File: src/rtl/muladd_load_sched_if.sv
// Bus between the load sequencer, its operand SRAM and the MulAdd_top load port.
//
// Handshake semantics: start_i is a request taken only when the sequencer is
// idle (abort_i in the same cycle drops it); there is no ready back-pressure
// anywhere. mem_rd_en_o is a read strobe whose data returns on mem_rd_data_i
// one cycle later, and load_en_o is a qualifier: load_payload_o is meaningful
// exactly in the cycles where load_en_o is 1 and is forced to 0 otherwise.
interface muladd_load_sched_if #(
    parameter int DATA_W = 32,
    parameter int ADDR_W = 11
);
    logic              start_i;
    logic              abort_i;
    logic [ADDR_W-1:0] base_addr_i;
    logic              mem_rd_en_o;
    logic [ADDR_W-1:0] mem_addr_o;
    logic [DATA_W-1:0] mem_rd_data_i;
    logic              load_en_o;
    logic [DATA_W-1:0] load_payload_o;
    logic [2:0]        layer_o;
    logic              busy_o;
    logic              done_o;

    // Sequencer side
    modport slave (
        input  start_i, abort_i, base_addr_i, mem_rd_data_i,
        output mem_rd_en_o, mem_addr_o, load_en_o, load_payload_o,
        output layer_o, busy_o, done_o
    );

    // Host / SRAM side
    modport master (
        output start_i, abort_i, base_addr_i, mem_rd_data_i,
        input  mem_rd_en_o, mem_addr_o, load_en_o, load_payload_o,
        input  layer_o, busy_o, done_o
    );
endinterface

File: src/rtl/muladd_load_sched.sv
// Load sequencer: replays a pre-ordered operand image from SRAM as the fixed
// layer burst schedule (one long layer 0, shorter weight layers, idle gaps
// between layers) onto the MulAdd_top load port, two cycles behind the reads.
module muladd_load_sched #(
    parameter int DATA_W     = 32,
    parameter int ADDR_W     = 11,
    parameter int L0_BEATS   = 256,
    parameter int LN_BEATS   = 128,
    parameter int NUM_LAYERS = 8,
    parameter int GAP_CYCLES = 24
) (
    input  logic                clk_data,
    input  logic                rst,
    muladd_load_sched_if.slave  bus,
    output logic [1:0]          dbg_state_o
);
    localparam logic [1:0] S_IDLE   = 2'd0;
    localparam logic [1:0] S_STREAM = 2'd1;
    localparam logic [1:0] S_GAP    = 2'd2;
    localparam logic [1:0] S_DRAIN  = 2'd3;

    localparam int BEAT_W = $clog2(L0_BEATS > LN_BEATS ? L0_BEATS : LN_BEATS);
    localparam int GAP_W  = (GAP_CYCLES > 1) ? $clog2(GAP_CYCLES) : 1;
    localparam logic [BEAT_W-1:0] L0_LAST    = BEAT_W'(L0_BEATS - 1);
    localparam logic [BEAT_W-1:0] LN_LAST    = BEAT_W'(LN_BEATS - 1);
    localparam logic [GAP_W-1:0]  GAP_LAST   = GAP_W'(GAP_CYCLES - 1);
    localparam logic [2:0]        LAST_LAYER = 3'(NUM_LAYERS - 1);

    logic [1:0]        state_q, state_d;
    logic [BEAT_W-1:0] beat_q, beat_d;
    logic [GAP_W-1:0]  gap_q, gap_d;
    logic              drain_q, drain_d;
    logic [2:0]        layer_q, layer_d;
    logic              rd_en_q, rd_en_d;
    logic [ADDR_W-1:0] addr_q, addr_d;
    logic              done_q, done_d;
    logic              busy_q;
    logic              en_d1_q;
    logic              load_en_q;
    logic [DATA_W-1:0] payload_q;
    logic              flush;
    logic [BEAT_W-1:0] layer_last;

    // An abort only matters while a run is in progress; it also empties the load pipeline.
    assign flush      = bus.abort_i && (state_q != S_IDLE);
    assign layer_last = (layer_q == 3'd0) ? L0_LAST : LN_LAST;

    // Schedule walker: the registered read strobe/address for the next cycle
    // are decided together with the state, so the outputs need no decode.
    always_comb begin
        state_d = state_q;
        beat_d  = beat_q;
        gap_d   = gap_q;
        drain_d = drain_q;
        layer_d = layer_q;
        rd_en_d = 1'b0;
        addr_d  = addr_q;
        done_d  = 1'b0;
        case (state_q)
            S_IDLE: begin
                if (bus.start_i && !bus.abort_i) begin
                    state_d = S_STREAM;
                    rd_en_d = 1'b1;
                    addr_d  = bus.base_addr_i;
                    beat_d  = '0;
                    layer_d = 3'd0;
                end
            end
            S_STREAM: begin
                // The address always moves past the beat just read, so after a
                // gap the next layer continues at the following SRAM word.
                addr_d = addr_q + 1'b1;
                if (beat_q == layer_last) begin
                    if (layer_q == LAST_LAYER) begin
                        state_d = S_DRAIN;
                        drain_d = 1'b0;
                    end else begin
                        state_d = S_GAP;
                        gap_d   = '0;
                        layer_d = layer_q + 3'd1;
                    end
                end else begin
                    rd_en_d = 1'b1;
                    beat_d  = beat_q + 1'b1;
                end
            end
            S_GAP: begin
                if (gap_q == GAP_LAST) begin
                    state_d = S_STREAM;
                    rd_en_d = 1'b1;
                    beat_d  = '0;
                end else begin
                    gap_d = gap_q + 1'b1;
                end
            end
            default: begin
                // Two drain cycles let the last read leave the load pipeline.
                if (drain_q) begin
                    state_d = S_IDLE;
                    done_d  = 1'b1;
                end else begin
                    drain_d = 1'b1;
                end
            end
        endcase
        if (flush) begin
            state_d = S_IDLE;
            rd_en_d = 1'b0;
            layer_d = 3'd0;
            done_d  = 1'b0;
        end
    end

    // State, counters and all registered outputs, including the 2-stage load pipeline.
    always_ff @(posedge clk_data) begin
        if (rst) begin
            state_q   <= S_IDLE;
            beat_q    <= '0;
            gap_q     <= '0;
            drain_q   <= 1'b0;
            layer_q   <= 3'd0;
            rd_en_q   <= 1'b0;
            addr_q    <= '0;
            done_q    <= 1'b0;
            busy_q    <= 1'b0;
            en_d1_q   <= 1'b0;
            load_en_q <= 1'b0;
            payload_q <= '0;
        end else begin
            state_q   <= state_d;
            beat_q    <= beat_d;
            gap_q     <= gap_d;
            drain_q   <= drain_d;
            layer_q   <= layer_d;
            rd_en_q   <= rd_en_d;
            addr_q    <= addr_d;
            done_q    <= done_d;
            busy_q    <= (state_d != S_IDLE);
            en_d1_q   <= rd_en_q && !flush;
            load_en_q <= en_d1_q && !flush;
            payload_q <= (en_d1_q && !flush) ? bus.mem_rd_data_i : '0;
        end
    end

    assign bus.mem_rd_en_o    = rd_en_q;
    assign bus.mem_addr_o     = addr_q;
    assign bus.load_en_o      = load_en_q;
    assign bus.load_payload_o = payload_q;
    assign bus.layer_o        = layer_q;
    assign bus.busy_o         = busy_q;
    assign bus.done_o         = done_q;
    assign dbg_state_o        = state_q;
endmodule
File: src/flat_wrapper.sv
// flat-port wrapper written by rule: the top's interface ports become plain ports
module muladd_load_sched_flat 
#(
    parameter int DATA_W     = 32,
    parameter int ADDR_W     = 11,
    parameter int L0_BEATS   = 256,
    parameter int LN_BEATS   = 128,
    parameter int NUM_LAYERS = 8,
    parameter int GAP_CYCLES = 24
)
  (clk_data, rst, dbg_state_o, bus_start_i, bus_abort_i, bus_base_addr_i, bus_mem_rd_data_i, bus_mem_rd_en_o, bus_mem_addr_o, bus_load_en_o, bus_load_payload_o, bus_layer_o, bus_busy_o, bus_done_o);
  muladd_load_sched_if #(.DATA_W(DATA_W), .ADDR_W(ADDR_W)) bus_i ();
  input  logic clk_data;
  input  logic rst;
  output logic [1:0] dbg_state_o;
  input wire logic [$bits(bus_i.start_i)-1:0] bus_start_i;
  input wire logic [$bits(bus_i.abort_i)-1:0] bus_abort_i;
  input wire logic [$bits(bus_i.base_addr_i)-1:0] bus_base_addr_i;
  input wire logic [$bits(bus_i.mem_rd_data_i)-1:0] bus_mem_rd_data_i;
  output wire logic [$bits(bus_i.mem_rd_en_o)-1:0] bus_mem_rd_en_o;
  output wire logic [$bits(bus_i.mem_addr_o)-1:0] bus_mem_addr_o;
  output wire logic [$bits(bus_i.load_en_o)-1:0] bus_load_en_o;
  output wire logic [$bits(bus_i.load_payload_o)-1:0] bus_load_payload_o;
  output wire logic [$bits(bus_i.layer_o)-1:0] bus_layer_o;
  output wire logic [$bits(bus_i.busy_o)-1:0] bus_busy_o;
  output wire logic [$bits(bus_i.done_o)-1:0] bus_done_o;
  assign bus_i.start_i = bus_start_i;
  assign bus_i.abort_i = bus_abort_i;
  assign bus_i.base_addr_i = bus_base_addr_i;
  assign bus_i.mem_rd_data_i = bus_mem_rd_data_i;
  assign bus_mem_rd_en_o = bus_i.mem_rd_en_o;
  assign bus_mem_addr_o = bus_i.mem_addr_o;
  assign bus_load_en_o = bus_i.load_en_o;
  assign bus_load_payload_o = bus_i.load_payload_o;
  assign bus_layer_o = bus_i.layer_o;
  assign bus_busy_o = bus_i.busy_o;
  assign bus_done_o = bus_i.done_o;
  muladd_load_sched #(.DATA_W(DATA_W), .ADDR_W(ADDR_W), .L0_BEATS(L0_BEATS), .LN_BEATS(LN_BEATS), .NUM_LAYERS(NUM_LAYERS), .GAP_CYCLES(GAP_CYCLES)) u_core (.clk_data(clk_data), .rst(rst), .bus(bus_i), .dbg_state_o(dbg_state_o));
endmodule
File: config.mk
export PLATFORM = sky130hd
export DESIGN_NAME = muladd_load_sched_flat
export DESIGN_NICKNAME = d
export VERILOG_FILES = /design/src/rtl/muladd_load_sched_if.sv /design/src/rtl/muladd_load_sched.sv /design/src/flat_wrapper.sv
export SDC_FILE = /design/constraint.sdc
export NUM_CORES = 1
export LEC_CHECK = 0
export CORE_ASPECT_RATIO = 1.75
export CORE_UTILIZATION = 40
export DETAILED_ROUTE_END_ITERATION = 6
export DONT_BUFFER_PORTS = 1
export PLACE_DENSITY = 0.63
export REMOVE_ABC_BUFFERS = 1
export SYNTH_ARGS = -nofsm -noshare
export SYNTH_HDL_FRONTEND = slang
export SYNTH_SLANG_ARGS = --single-unit
File: constraint.sdc
create_clock -name clk_data -period 2.41 [get_ports clk_data]
set_input_delay 0.482 -clock clk_data [delete_from_list [all_inputs] [get_ports clk_data]]
set_output_delay 0.482 -clock clk_data [all_outputs]
set_load 0.02 [all_outputs]
# ---- Word-level counts from Yosys, hierarchy flattened
# Index checks and enable logic that the tools add are counted.
# W data, S select, Z words.
dict set report word_totals {
  reg_bits 67
  mem_count 0
  mem_bits_ro 0
  in_bits 47
  ramBits 0
  latchBits 0
  wordCells 82
}
dict set report classes {
  magnitude_cmp 0
  mul 0
  shift 0
  bitwise 2
  n_reduce_logical 22
  add_sub_neg 4
  n_mux 30
  div_mod_pow 0
  eq_ne 12
}
# op count
set ops {}
lappend ops {{$mux W8} 4}
lappend ops {{$pmux W8 S3} 1}
lappend ops {{$pmux W11 S2} 1}
lappend ops {{$mux W5} 3}
lappend ops {{$reduce_and A4 Y1} 3}
lappend ops {{$add A11 B1 Y11 const B} 1}
lappend ops {{$mux W11} 1}
lappend ops {{$mux W2} 5}
lappend ops {{$pmux W5 S2} 1}
lappend ops {{$mux W3} 3}
lappend ops {{$add A8 B1 Y8 const B} 1}
lappend ops {{$eq A8 B8 Y1} 1}
lappend ops {{$ne A2 B1 Y1 const B} 4}
lappend ops {{$reduce_bool A2 Y1} 4}
lappend ops {{$mux W1} 7}
lappend ops {{$ne A2 B2 Y1 const B} 3}
lappend ops {{$pmux W2 S3} 1}
lappend ops {{$pmux W3 S2} 1}
lappend ops {{$reduce_or A2 Y1} 3}
lappend ops {{$add A5 B1 Y5 const B} 1}
lappend ops {{$eq A5 B5 Y1 const B} 1}
lappend ops {{$reduce_or A5 Y1} 1}
lappend ops {{$logic_and A1 B1 Y1} 4}
lappend ops {{$add A3 B1 Y3 const B} 1}
lappend ops {{12 further kinds} 14}

# ---- Logic depth before layout (Yosys ltp)
dict set report depth {
  word_depth 7
  depth_mapped 9
}

# ---- Worst setup path before layout
# No wires, ideal clock.
dict set report synth_path {
  kind {register to register}
  from {reg u_core.state_q[0], in the netlist u_core.dbg_state_o[0]}
  to {reg u_core.beat_q[7]}
  t_required_ps 2340
  setup_ps 70
  path_stages_with_launch 8
  arrival_ps 2107
  setup_slack_ps 233
  cell_sequence {dfxtp_1 -> inv_1 -> ha_1 -> clkbuf_1 -> a221oi_4 -> nand4_4 -> or4_1 -> a21oi_1}
}
dict set report synth_via {
  elab_chain_cells 3
  elab_cells_between_ends 9
}
# item line_no
set synth_lines {}
lappend synth_lines {{start: declaration} muladd_load_sched.sv:29} ;# logic [1:0] state_q, state_d;
lappend synth_lines {{start signal: assignment} muladd_load_sched.sv:130} ;# state_q <= state_d;
lappend synth_lines {{$eq A2 B2 Y1, or another cell as far along} muladd_load_sched.sv:59} ;# case (state_q)
lappend synth_lines {{$ne A2 B1 Y1 (no line), or another cell as far along} -}
lappend synth_lines {{$reduce_and A4 Y1 (no line)} -}
lappend synth_lines {{end signal: assignment} muladd_load_sched.sv:131} ;# beat_q <= beat_d;
lappend synth_lines {{end: declaration} muladd_load_sched.sv:30} ;# logic [BEAT_W-1:0] beat_q, beat_d;
# Several ways; a longest one is shown, not always the timed one.
# A chain may end at the register's enable or synchronous reset.

# ---- Worst setup path after layout
dict set report layout_path {
  from {reg u_core.layer_q[1], in the netlist u_core.bus.layer_o[1]}
  to {reg u_core.layer_q[1], in the netlist u_core.bus.layer_o[1]}
}
dict set report layout_via {
  elab_chain_cells 5
  elab_cells_between_ends 11
}
# item line_no
set layout_lines {}
lappend layout_lines {{start: declaration} muladd_load_sched.sv:33} ;# logic [2:0] layer_q, layer_d;
lappend layout_lines {{start signal: assignment} muladd_load_sched.sv:134} ;# layer_q <= layer_d;
lappend layout_lines {{$logic_not A3 Y1} muladd_load_sched.sv:46} ;# assign layer_last = (layer_q == 3'd0) ? L0_LAST : LN_LAST;
lappend layout_lines {{$mux W8} muladd_load_sched.sv:46}
lappend layout_lines {{$eq A8 B8 Y1} muladd_load_sched.sv:73} ;# if (beat_q == layer_last) begin
lappend layout_lines {{$ne A2 B1 Y1 (no line)} -}
lappend layout_lines {{$reduce_and A4 Y1 (no line)} -}
# Several ways; a longest one is shown, not always the timed one. The select of a mux whose other input is x is not followed.

==> impl_metrics.yaml <==
status:
  status: "completed"
global_route:
  busiest_layer: "met2"
  use_met3_pct: 4.78
  grt_use_total_pct: 19.5
  grt_pass1_wl_mm: 10.9
  met1_usage_pct: 19.0
  antenna_found_initial: 0
  grt_overflow: 0
  first_global_vias: 2246
  grt_max_degree: 38
  grtUsageMet2_pct: 34.8
clocking:
  clockRootBuffer: "clkbuf_16"
  clk_latency_ns: 0.33
  h-tree-depth: 3
  cts.sinks: 67
  clkTransAtPathRegs_ns: 0.05
  cts_tree: "done"
  ctsHoldBuffers: 0
  post-cts-setup-buffers: 0
  clock_path_buffers: 2
  ctsResizeCount: 0
  cts_made_buffers: 9
synthesis:
  synth_cell_types: 55
  synth_edf_count: 0
  ys_seq_area_share_pct: 46.5
  synth_top_area_cell: "dfxtp_1"
  netlist_top_cells_area: "dfxtp_1, and3_1, a21oi_1"
  synth_async_sr_flop_share_pct: 0
  synthCells: 316
  synth_top_area_share_pct: 46.5
  ys_seq_elements: 67
  syn_area_per_cell_sq_um: 9.13
  syn_area_sq_um: 2880
  synth_top_flop_cell: "dfxtp_1"
  synth_warnings: 0
worst_setup_path:
  ff2ff_path_depth: 8
  crit_required_ns: 2.68
  cp_num_cells: 8
  cp_max_fo: 9
  arrival_ns: 2.42
  rrSetupSlack_ns: 0.26
  cp_cell_sequence: "inv_1 > ha_1 > nand2b_1 > xnor2_2 > nor3_1 > buf_4 > o211a_1 > a32o_1"
  critPathKind: "flop to flop"
  max_stage_delay_ns: 0.52
  endpoint_kind: "flop"
  crit_buf_inv: 2
  worst_path_dominant_cell_family: "simple AND/OR/NAND/NOR gates"
  cpMaxStageDelayCell: "nor3_1"
  start_kind: "flop"
layout:
  drive_gt1_share_pct: 10.8
  fillCellCount: 634
  mostFrequentLayoutCells: "dfxtp_1, nand2_1, and3_1, a21oi_1, o21ai_0"
  area_growth_pct: 15.6
  final_area_sq_um: 3330
  utilization_pct: 48.3
  final_common_cell: "dfxtp_1"
  final_nets: 378
  diodes: 0
timing:
  fin_worst_skew_ns: 0.00551
  max_freq_ghz: 0.465
  holdWs_ns: 0.223
  hold_viol_final: 0
  grt_setup_unrepaired: "no"
  setup_viol_count_final: 0
  fin_crit_ns: 2.15
  maxSlewHeadroom_pct: 47.5
  period_share_pct: 89.2
  setup_ws_ns: 0.259
  tightest_slew_ns: 0.786
  slew_violations: 0
place:
  dpl-instance-area_sq_um: 3020
  place.gp.congestion: 0.869
  place_hpwl_mm: 4.97
  io_buffers: 0
  pre_cts_slack_ns: 0.297
floorplanning:
  die_x_um: 66.2
  start_util_pct: 41.8
  fp-row-count: 40
  ios: 99
  die_y_um: 114
  core_area_sq_um: 6910
  die-area_sq_um: 7570
detailed_routing:
  via_count: 2390
  drcViolationCount: 0
  wire_per_inst_um: 16.9
  drt-total-wl_mm: 6.89
  final_antenna_net_count: 0
  via_per_inst: 5.86
  drt_iter0_drc: 45
  first_pass_iters: 4
min_path:
  hold_depth: 1
  hp-class: "input port to flop"
pwr:
  power_leakage_nw: 1.39
  p_per_area_nw_per_um2: 812
  ir_drop_v: 0.000394
  power_mw: 2.71
job:
  drv_cap: 0
report_power, final:
group | switching [mW] | internal (mW) | total [mW] | leakage, nW
sequential | 0.0495 | 1.13 | 1.18 | 0.542
combinational | 0.0809 | 0.0519 | 0.133 | 0.695
clock | 0.442 | 0.950 | 1.39 | 0.155
total | 0.573 | 2.14 | 2.71 | 1.39
logic make-up after synthesis:
family                   count (synthesis)  synth area share (%)
XOR/XNOR                                 1                 0.564
multiplexers                             2                 0.694
AO/OA/AOI/OAI                           82                  20.2
flip-flops                              67                  46.5
buffers and inverters                   32                  4.25
AND/OR/NAND/NOR                        122                  23.5
adder cells (fa/ha/maj)                 10                  4.34
worst reg2reg max path: cells and delay by family (launching register included):
family / cells / cell delay [ns]
XOR/XNOR: 1 / 0.16
adder cells (fa/ha/maj): 1 / 0.18
flip-flops: 1 / 0.48
buffers and inverters: 2 / 0.34
AO/OA/AOI/OAI: 2 / 0.31
AND/OR/NAND/NOR: 2 / 0.63
metal layers:
metal | routed length, um | vias to the layer above
li1 | - | 1153
met1 | 2510 | 1119
met2 | 3670 | 102
met3 | 513 | 16
met4 | 204 | 0
met5 | 0 | -
metrics by stage:
stage,TNS (ns),cells
3_3_place_gp,0,394
2_1_floorplan,-2.45,297
6_report,0,408
4_1_cts,0,408
5_1_grt,0,408
3_5_place_dp,0,394
path summary, 6_finish.rpt:
check | startpoint | to
max | u_core.bus.layer_o[1]$_SDFFE_PP0P_ | u_core.bus.layer_o[1]$_SDFFE_PP0P_
min | rst | u_core.beat_q[1]$_SDFFE_PP0P_
max reg2reg | u_core.bus.layer_o[1]$_SDFFE_PP0P_ | u_core.bus.layer_o[1]$_SDFFE_PP0P_
min reg2reg | u_core.beat_q[6]$_SDFFE_PP0P_ | u_core.beat_q[6]$_SDFFE_PP0P_
cell usage after synthesis, drive strengths merged, types with 7 or more instances:
master,instances
nor3,8
o21ai,19
nand3,7
a21oi,25
nand2,33
clkbuf,17
inv,13
dfxtp,67
nor2,12
ha,10
and3,32
flip-flops by register name, summed over array words and instances (netlist names):
register                   flops
u_core.bus.load_payload_o     32
u_core.bus.mem_addr_o         11
u_core.beat_q                  8
u_core.gap_q                   5
u_core.bus.layer_o             3
u_core.dbg_state_o             2
u_core.bus.busy_o              1
u_core.bus.done_o              1
u_core.bus.load_en_o           1
u_core.bus.mem_rd_en_o         1
u_core.drain_q                 1
u_core.en_d1_q                 1
area by class of cell:
| cell class | count | area (sq um) | area share, % |
|---|---|---|---|
| Multi-Input combinational cell | 217 | 1420 | 42.7 |
| Sequential cell | 67 | 1340 | 40.2 |
| Clock buffer | 12 | 256 | 7.70 |
| Tap cell | 84 | 105 | 3.15 |
| Timing Repair Buffer | 13 | 97.6 | 2.93 |
| Clock inverter | 2 | 60.1 | 1.80 |
| Inverter | 13 | 48.8 | 1.46 |
(Power assumes the default switching activity.)
==> variant 1: new RTL, config.mk and constraints unchanged <==
Reset style: asynchronous (`rst`), changed in one clocked block.
--- a/src/rtl/muladd_load_sched.sv
+++ b/src/rtl/muladd_load_sched.sv
@@ -112,7 +112,7 @@
     end
 
     // State, counters and all registered outputs, including the 2-stage load pipeline.
-    always_ff @(posedge clk_data) begin
+    always_ff @(posedge clk_data or posedge rst) begin
         if (rst) begin
             state_q   <= S_IDLE;
             beat_q    <= '0;
Check against the original RTL: differs if rst is asserted again (counterexample within 4 cycles, from zero or initial values and one cycle with rst high); with rst held inactive, the same outputs for 10 cycles.
==> variant 1 against the unedited design <==
Synthesized cell count is 8.9% lower. Setup slack improved by 140 ps. Core utilization is 0.84 points lower. Maximum frequency up 6.8%. Routed wire length decreased by 10%. Sequential cell count is the same. Area after synthesis increased by 6.0%. Highest routed layer unchanged. Final area increased by 3.6%.
Power is not compared: it rests on default switching activity, and its combinational part moved more than twofold at a synthesized area within 25%.
==> variant 1: results (changes against the unedited design) <==
stage,metric,value,unit,change
power,fraction of power consumed by sequential logic,0.467,,
route,via count of the routed design,2157,,-9.7%
synth,leading cell types by total area after synthesis,"sky130_fd_sc_hd__dfrtp_1 (55%), sky130_fd_sc_hd__and3_1 (7.4%), sky130_fd_sc_hd__nor2_1 (2.8%)",,
place,DPL Wire Length,4.46,mm,-10%
global_route,All-Layer GR Usage,0.171,,-0.0244
cts,number of cells upsized or downsized after cts,0,,unchanged
synth,number of distinct library cells after synthesis,54,,-1.8%
cts,CTS buffer count,9,,unchanged
min_path,worst hold path class,primary input to asynchronous set/reset pin,,
synth,share of synthesized area occupied by flip-flops and latches,0.549,,+0.0834
global_route,number of antenna violations at the first check in global routing,0,,unchanged
timing,final max-slew violation count,0,,unchanged
place,Placed Instances,364,,-7.6%
synth,area share of fa/ha/maj cells after synthesis,0.0246,,-0.0188
timing,post-route clock skew,4.65,ps,-0.857 ps
timing,final hold viol count,0,,unchanged
route,Routed wire per std cell,16.3,um,-3.5%
place,number of port buffers,0,,unchanged
power,power dissipated in the clock network,1.31,mW,
power,clock share of power,0.317,,
cts,clock tree root buffer cell,sky130_fd_sc_hd__clkbuf_16,,
floorplan,Cell Rows,41,,+2.5%
synth,asr flop ratio synth,1.00,,+1.00
power,Switching Power,1.51,mW,
setup_path,top fanout value on the critical path,7,,-2
final_layout,share of final-layout standard cells stronger than drive strength 1,0.136,,+0.0280
power,worst vdd ir,0.600,mV,
setup_path,startpoint-to-endpoint class of the critical path,register to register,,
final_layout,number of flip-flops in the largest register,32,,unchanged
final_layout,Fillers,697,,+9.9%
setup_path,reg2reg start,u_core.bus.layer_o[0]$_DFFE_PP0P_,,
route,Pre-antenna DRT Iters,4,,unchanged
cts,buffer levels on the longest clock path,2,,unchanged
synth,number of warnings reported in the yosys synthesis log,0,,unchanged
global_route,first-pass GRT wire length,10.2,mm,-6.6%
synth,Synth Area in XOR/XNOR,0.0282,,+0.0226
timing,slew at the pin closest to its max-slew limit,693,ps,-92.3 ps
power,static leakage power,1.66,nW,
run_status,result of the run,"finished, final reports clean",,
cts,Clock Latency Late Sink,320,ps,
synth,Mapped Avg Cell Area,10.6,um^2,+16%
place,routability congestion estimate,0.796,,-8.5%
route,detailed router's first-iteration violation count,111,,+150%
final_layout,Antenna Cells,0,,unchanged
final_layout,net total in the final layout,342,,-9.5%
route,post-DR vias/cell,5.68,,-3.1%
global_route,pin count of the biggest net entering global routing,37,,-2.6%
global_route,vias in the first global route,2252,,+0.27%
cts,number of buffers added for setup after CTS,0,,unchanged
cts,clock edge transition at the registers on the reported setup and hold paths,50,ps,about the same
synth,post-synthesis compound-gate area fraction,0.131,,-0.0707
synth,Synth top cells by count,"sky130_fd_sc_hd__dfrtp_1 (67), sky130_fd_sc_hd__and3_1 (36), sky130_fd_sc_hd__nor2_1 (23)",,
synth,mux contribution to synthesized area,0.00737,,+0.000427
setup_path,arrival time at the worst endpoint,2220,ps,-200 ps
cts,number of H-tree levels,3,,unchanged
==> variant 1: worst paths after layout <==
check | slack, ps | cells after the start | end
hold reg to reg | 550 | 1 | u_core.bus.busy_o$_DFF_PP0_
max in group asynchronous | 1680 | 2 | u_core.bus.load_payload_o[3]$_DFF_PP0_
setup reg to reg | 400 | 7 | u_core.beat_q[7]$_DFFE_PP0P_
min in group clk_data | 230 | 1 | u_core.dbg_state_o[1]$_DFF_PP0_
hold / removal | 120 | 1 | u_core.bus.load_payload_o[11]$_DFF_PP0_
setup / recovery | 400 | 7 | u_core.beat_q[7]$_DFFE_PP0P_
==> variant 1: critical path, stage by stage (launching register included) <==
cell,delay [ps]
sky130_fd_sc_hd__dfrtp_1,500
sky130_fd_sc_hd__inv_1,100
sky130_fd_sc_hd__ha_1,210
sky130_fd_sc_hd__nor2b_4,130
sky130_fd_sc_hd__xnor2_2,190
sky130_fd_sc_hd__a31oi_4,330
sky130_fd_sc_hd__nor2_4,90
sky130_fd_sc_hd__a221o_1,350
==> variant 1: per-stage QoR <==
stage               hold WS, ps  instance area (um^2)  setup WS, ps
floorplan                   483                  2980           245
global placement            480                  3150           454
detailed placement          487                  3150           380
CTS                         133                  3450           379
global route                191                  3450           265
finish                      119                  3450           396
==> variant 1: area by class of cell <==
type | count | area share
Multi-Input combinational cell | 195 | 0.367
Clock buffer | 13 | 0.0753
Tap cell | 86 | 0.0311
Sequential cell | 67 | 0.485
Inverter | 10 | 0.0109
Clock inverter | 3 | 0.0134
Timing Repair Buffer | 6 | 0.0167
==> variant 1: routing by layer <==
metal | global-route usage | vias to the layer above | wire length, um
li1 | - | 1027 | -
met5 | 0 | - | 0
met3 | 0.0901 | 9 | 710
met2 | 0.276 | 109 | 3130
met4 | 0.0742 | 0 | 117
met1 | 0.176 | 1012 | 2240
==> variant 2: new RTL, same flow settings <==
Without the edit above. `DATA_W` is set to 32 in 3 places; all go to 40.
--- a/src/rtl/muladd_load_sched_if.sv
+++ b/src/rtl/muladd_load_sched_if.sv
@@ -6,7 +6,7 @@
 // one cycle later, and load_en_o is a qualifier: load_payload_o is meaningful
 // exactly in the cycles where load_en_o is 1 and is forced to 0 otherwise.
 interface muladd_load_sched_if #(
-    parameter int DATA_W = 32,
+    parameter int DATA_W = 40,
     parameter int ADDR_W = 11
 );
     logic              start_i;
--- a/src/rtl/muladd_load_sched.sv
+++ b/src/rtl/muladd_load_sched.sv
@@ -2,7 +2,7 @@
 // layer burst schedule (one long layer 0, shorter weight layers, idle gaps
 // between layers) onto the MulAdd_top load port, two cycles behind the reads.
 module muladd_load_sched #(
-    parameter int DATA_W     = 32,
+    parameter int DATA_W     = 40,
     parameter int ADDR_W     = 11,
     parameter int L0_BEATS   = 256,
     parameter int LN_BEATS   = 128,
--- a/src/flat_wrapper.sv
+++ b/src/flat_wrapper.sv
@@ -1,7 +1,7 @@
 // flat-port wrapper written by rule: the top's interface ports become plain ports
 module muladd_load_sched_flat 
 #(
-    parameter int DATA_W     = 32,
+    parameter int DATA_W     = 40,
     parameter int ADDR_W     = 11,
     parameter int L0_BEATS   = 256,
     parameter int LN_BEATS   = 128,
Ports: changed (resized bus_load_payload_o and bus_mem_rd_data_i); port bits go from 99 to 115. No check against the original RTL was run, so the function may have changed too.
==> variant 2 against the unedited design <==
Setup slack got worse by 30 ps. Routed wire length up 4.7%. Global-route usage is 0.92 points lower. Final area up 4.5%. Largest power group is now registers. Area after synthesis is 6.8% higher. Sequential share of layout area increased by 2.9 points. Die area rose by 6.6%. Power rose by 1.8%. Sequential cell count is 8 higher.
==> variant 2: results (changes against the unedited design) <==
stage,metric,value,unit,change
route,detailed router's first-iteration violation count,96,,+110%
synth,share of synthesized area occupied by flip-flops and latches,0.487,,+0.0223
synth,dominant register cell in the synthesized netlist,sky130_fd_sc_hd__dfxtp_1,,
synth,mux contribution to synthesized area,0.00325,,-0.00369
route,Pre-antenna DRT Iters,4,,unchanged
timing,slew at the pin closest to its max-slew limit,902,ps,+116 ps
power,Switching Power,0.706,mW,+23%
setup_path,worst setup slack for register-to-register paths,230,ps,-30 ps
setup_path,top fanout value on the critical path,7,,-2
final_layout,net total in the final layout,407,,+7.7%
route,via count of the routed design,2545,,+6.5%
synth,area share of fa/ha/maj cells after synthesis,0.0406,,-0.00277
min_path,worst hold path class,primary input to register,,
final_layout,Antenna Cells,0,,unchanged
synth,Post-Syn Instances,338,,+7.0%
final_layout,Fillers,722,,+14%
synth,Synth Area in XOR/XNOR,0.00853,,+0.00289
cts,Clock Latency Late Sink,330,ps,about the same
cts,number of H-tree levels,3,,unchanged
power,static leakage power,1.44,nW,+3.7%
synth,number of distinct library cells after synthesis,52,,-5.5%
route,post-DR vias/cell,5.85,,-0.12%
run_status,result of the run,"finished, final reports clean",,
place,Placed Instance Area,3210,um^2,+6.3%
synth,Synth top cells by count,"sky130_fd_sc_hd__dfxtp_1 (75), sky130_fd_sc_hd__and3_1 (44), sky130_fd_sc_hd__a21oi_1 (23)",,
cts,clock tree root buffer cell,sky130_fd_sc_hd__clkbuf_16,,
cts,clock edge transition at the registers on the reported setup and hold paths,60,ps,
global_route,number of antenna violations at the first check in global routing,0,,unchanged
timing,post-route clock skew,7.57,ps,+2.06 ps
cts,CTS buffer count,9,,unchanged
place,DPL Wire Length,5.31,mm,+6.7%
route,detailed-route wire length,7.22,mm,+4.7%
place,Placed Instances,419,,+6.3%
global_route,first-pass GRT wire length,11.1,mm,+2.1%
power,worst vdd ir,0.327,mV,-17%
synth,asr flop ratio synth,0,,unchanged
global_route,All-Layer GR Usage,0.186,,-0.00923
synth,post-synthesis compound-gate area fraction,0.177,,-0.0246
final_layout,share of final-layout standard cells stronger than drive strength 1,0.0980,,-0.0100
timing,tightest hold margin,212,ps,-11.3 ps
setup_path,arrival time at the worst endpoint,2450,ps,+30 ps
place,routability congestion estimate,0.843,,-3.0%
place,"worst slack, placed",235,ps,-61.3 ps
global_route,vias in the first global route,2423,,+7.9%
cts,number of cells upsized or downsized after cts,0,,unchanged
global_route,pin count of the biggest net entering global routing,43,,+13%
synth,leading cell types by total area after synthesis,"sky130_fd_sc_hd__dfxtp_1 (49%), sky130_fd_sc_hd__and3_1 (8.9%), sky130_fd_sc_hd__ha_1 (4.1%)",,
final_layout,number of flip-flops in the largest register,40,,+25%
timing,final critical-path required period,2180,ps,+29.9 ps
variant 2: power by group through the flow:
stage	Clock (mW)	Combinational, mW	Sequential (mW)
floorplan	0	0.124	1.36
global placement	0	0.181	1.37
detailed placement	0	0.183	1.37
CTS	1.27	0.183	1.34
global route	1.32	0.203	1.35
finish	1.23	0.183	1.34
variant 2: area by class of cell:
| cell class | count | area [um^2] | area share |
|---|---|---|---|
| sequential | 75 | 1500 | 0.431 |
| clock buffer | 9 | 225 | 0.0647 |
| clock inverter | 7 | 52.6 | 0.0151 |
| tap | 88 | 110 | 0.0316 |
| inverter | 10 | 37.5 | 0.0108 |
| multi-input combinational | 234 | 1470 | 0.421 |
| timing repair buffer | 12 | 90.1 | 0.0259 |
variant 2: final timing paths:
path / start / to / depth (start not counted)
max: u_core.bus.layer_o[1]$_SDFFE_PP0P_ / u_core.gap_q[4]$_SDFFE_PP0P_ / 7
min: rst / u_core.bus.mem_addr_o[10]$_SDFFE_PP0P_ / 1
max reg2reg: u_core.bus.layer_o[1]$_SDFFE_PP0P_ / u_core.gap_q[4]$_SDFFE_PP0P_ / 7
min reg2reg: u_core.bus.layer_o[0]$_SDFFE_PP0P_ / u_core.bus.layer_o[0]$_SDFFE_PP0P_ / 2
variant 2: layer usage:
metal | up-vias | wire length, um | global-route usage
li1 | 1246 | - | -
met4 | 0 | 230 | 0.113
met1 | 1161 | 2600 | 0.175
met3 | 17 | 661 | 0.0669
met5 | - | 0 | 0
met2 | 121 | 3730 | 0.322
variant 2: kinds of logic after synthesis:
kind of cell,after synthesis
buffers and inverters,29
AND/OR/NAND/NOR,136
XOR/XNOR,3
flip-flops,75
multiplexers,1
adder cells (fa/ha/maj),10
AO/OA/AOI/OAI,84
variant 2: worst max-delay path: stages, from the launching register on:
cell and delay (ps):
sky130_fd_sc_hd__dfxtp_1 480, sky130_fd_sc_hd__inv_1 80, sky130_fd_sc_hd__ha_1 180, sky130_fd_sc_hd__nor2b_1 160, sky130_fd_sc_hd__xor2_1 220, sky130_fd_sc_hd__o31a_1 340, sky130_fd_sc_hd__or4_1 510, sky130_fd_sc_hd__a21oi_1 140
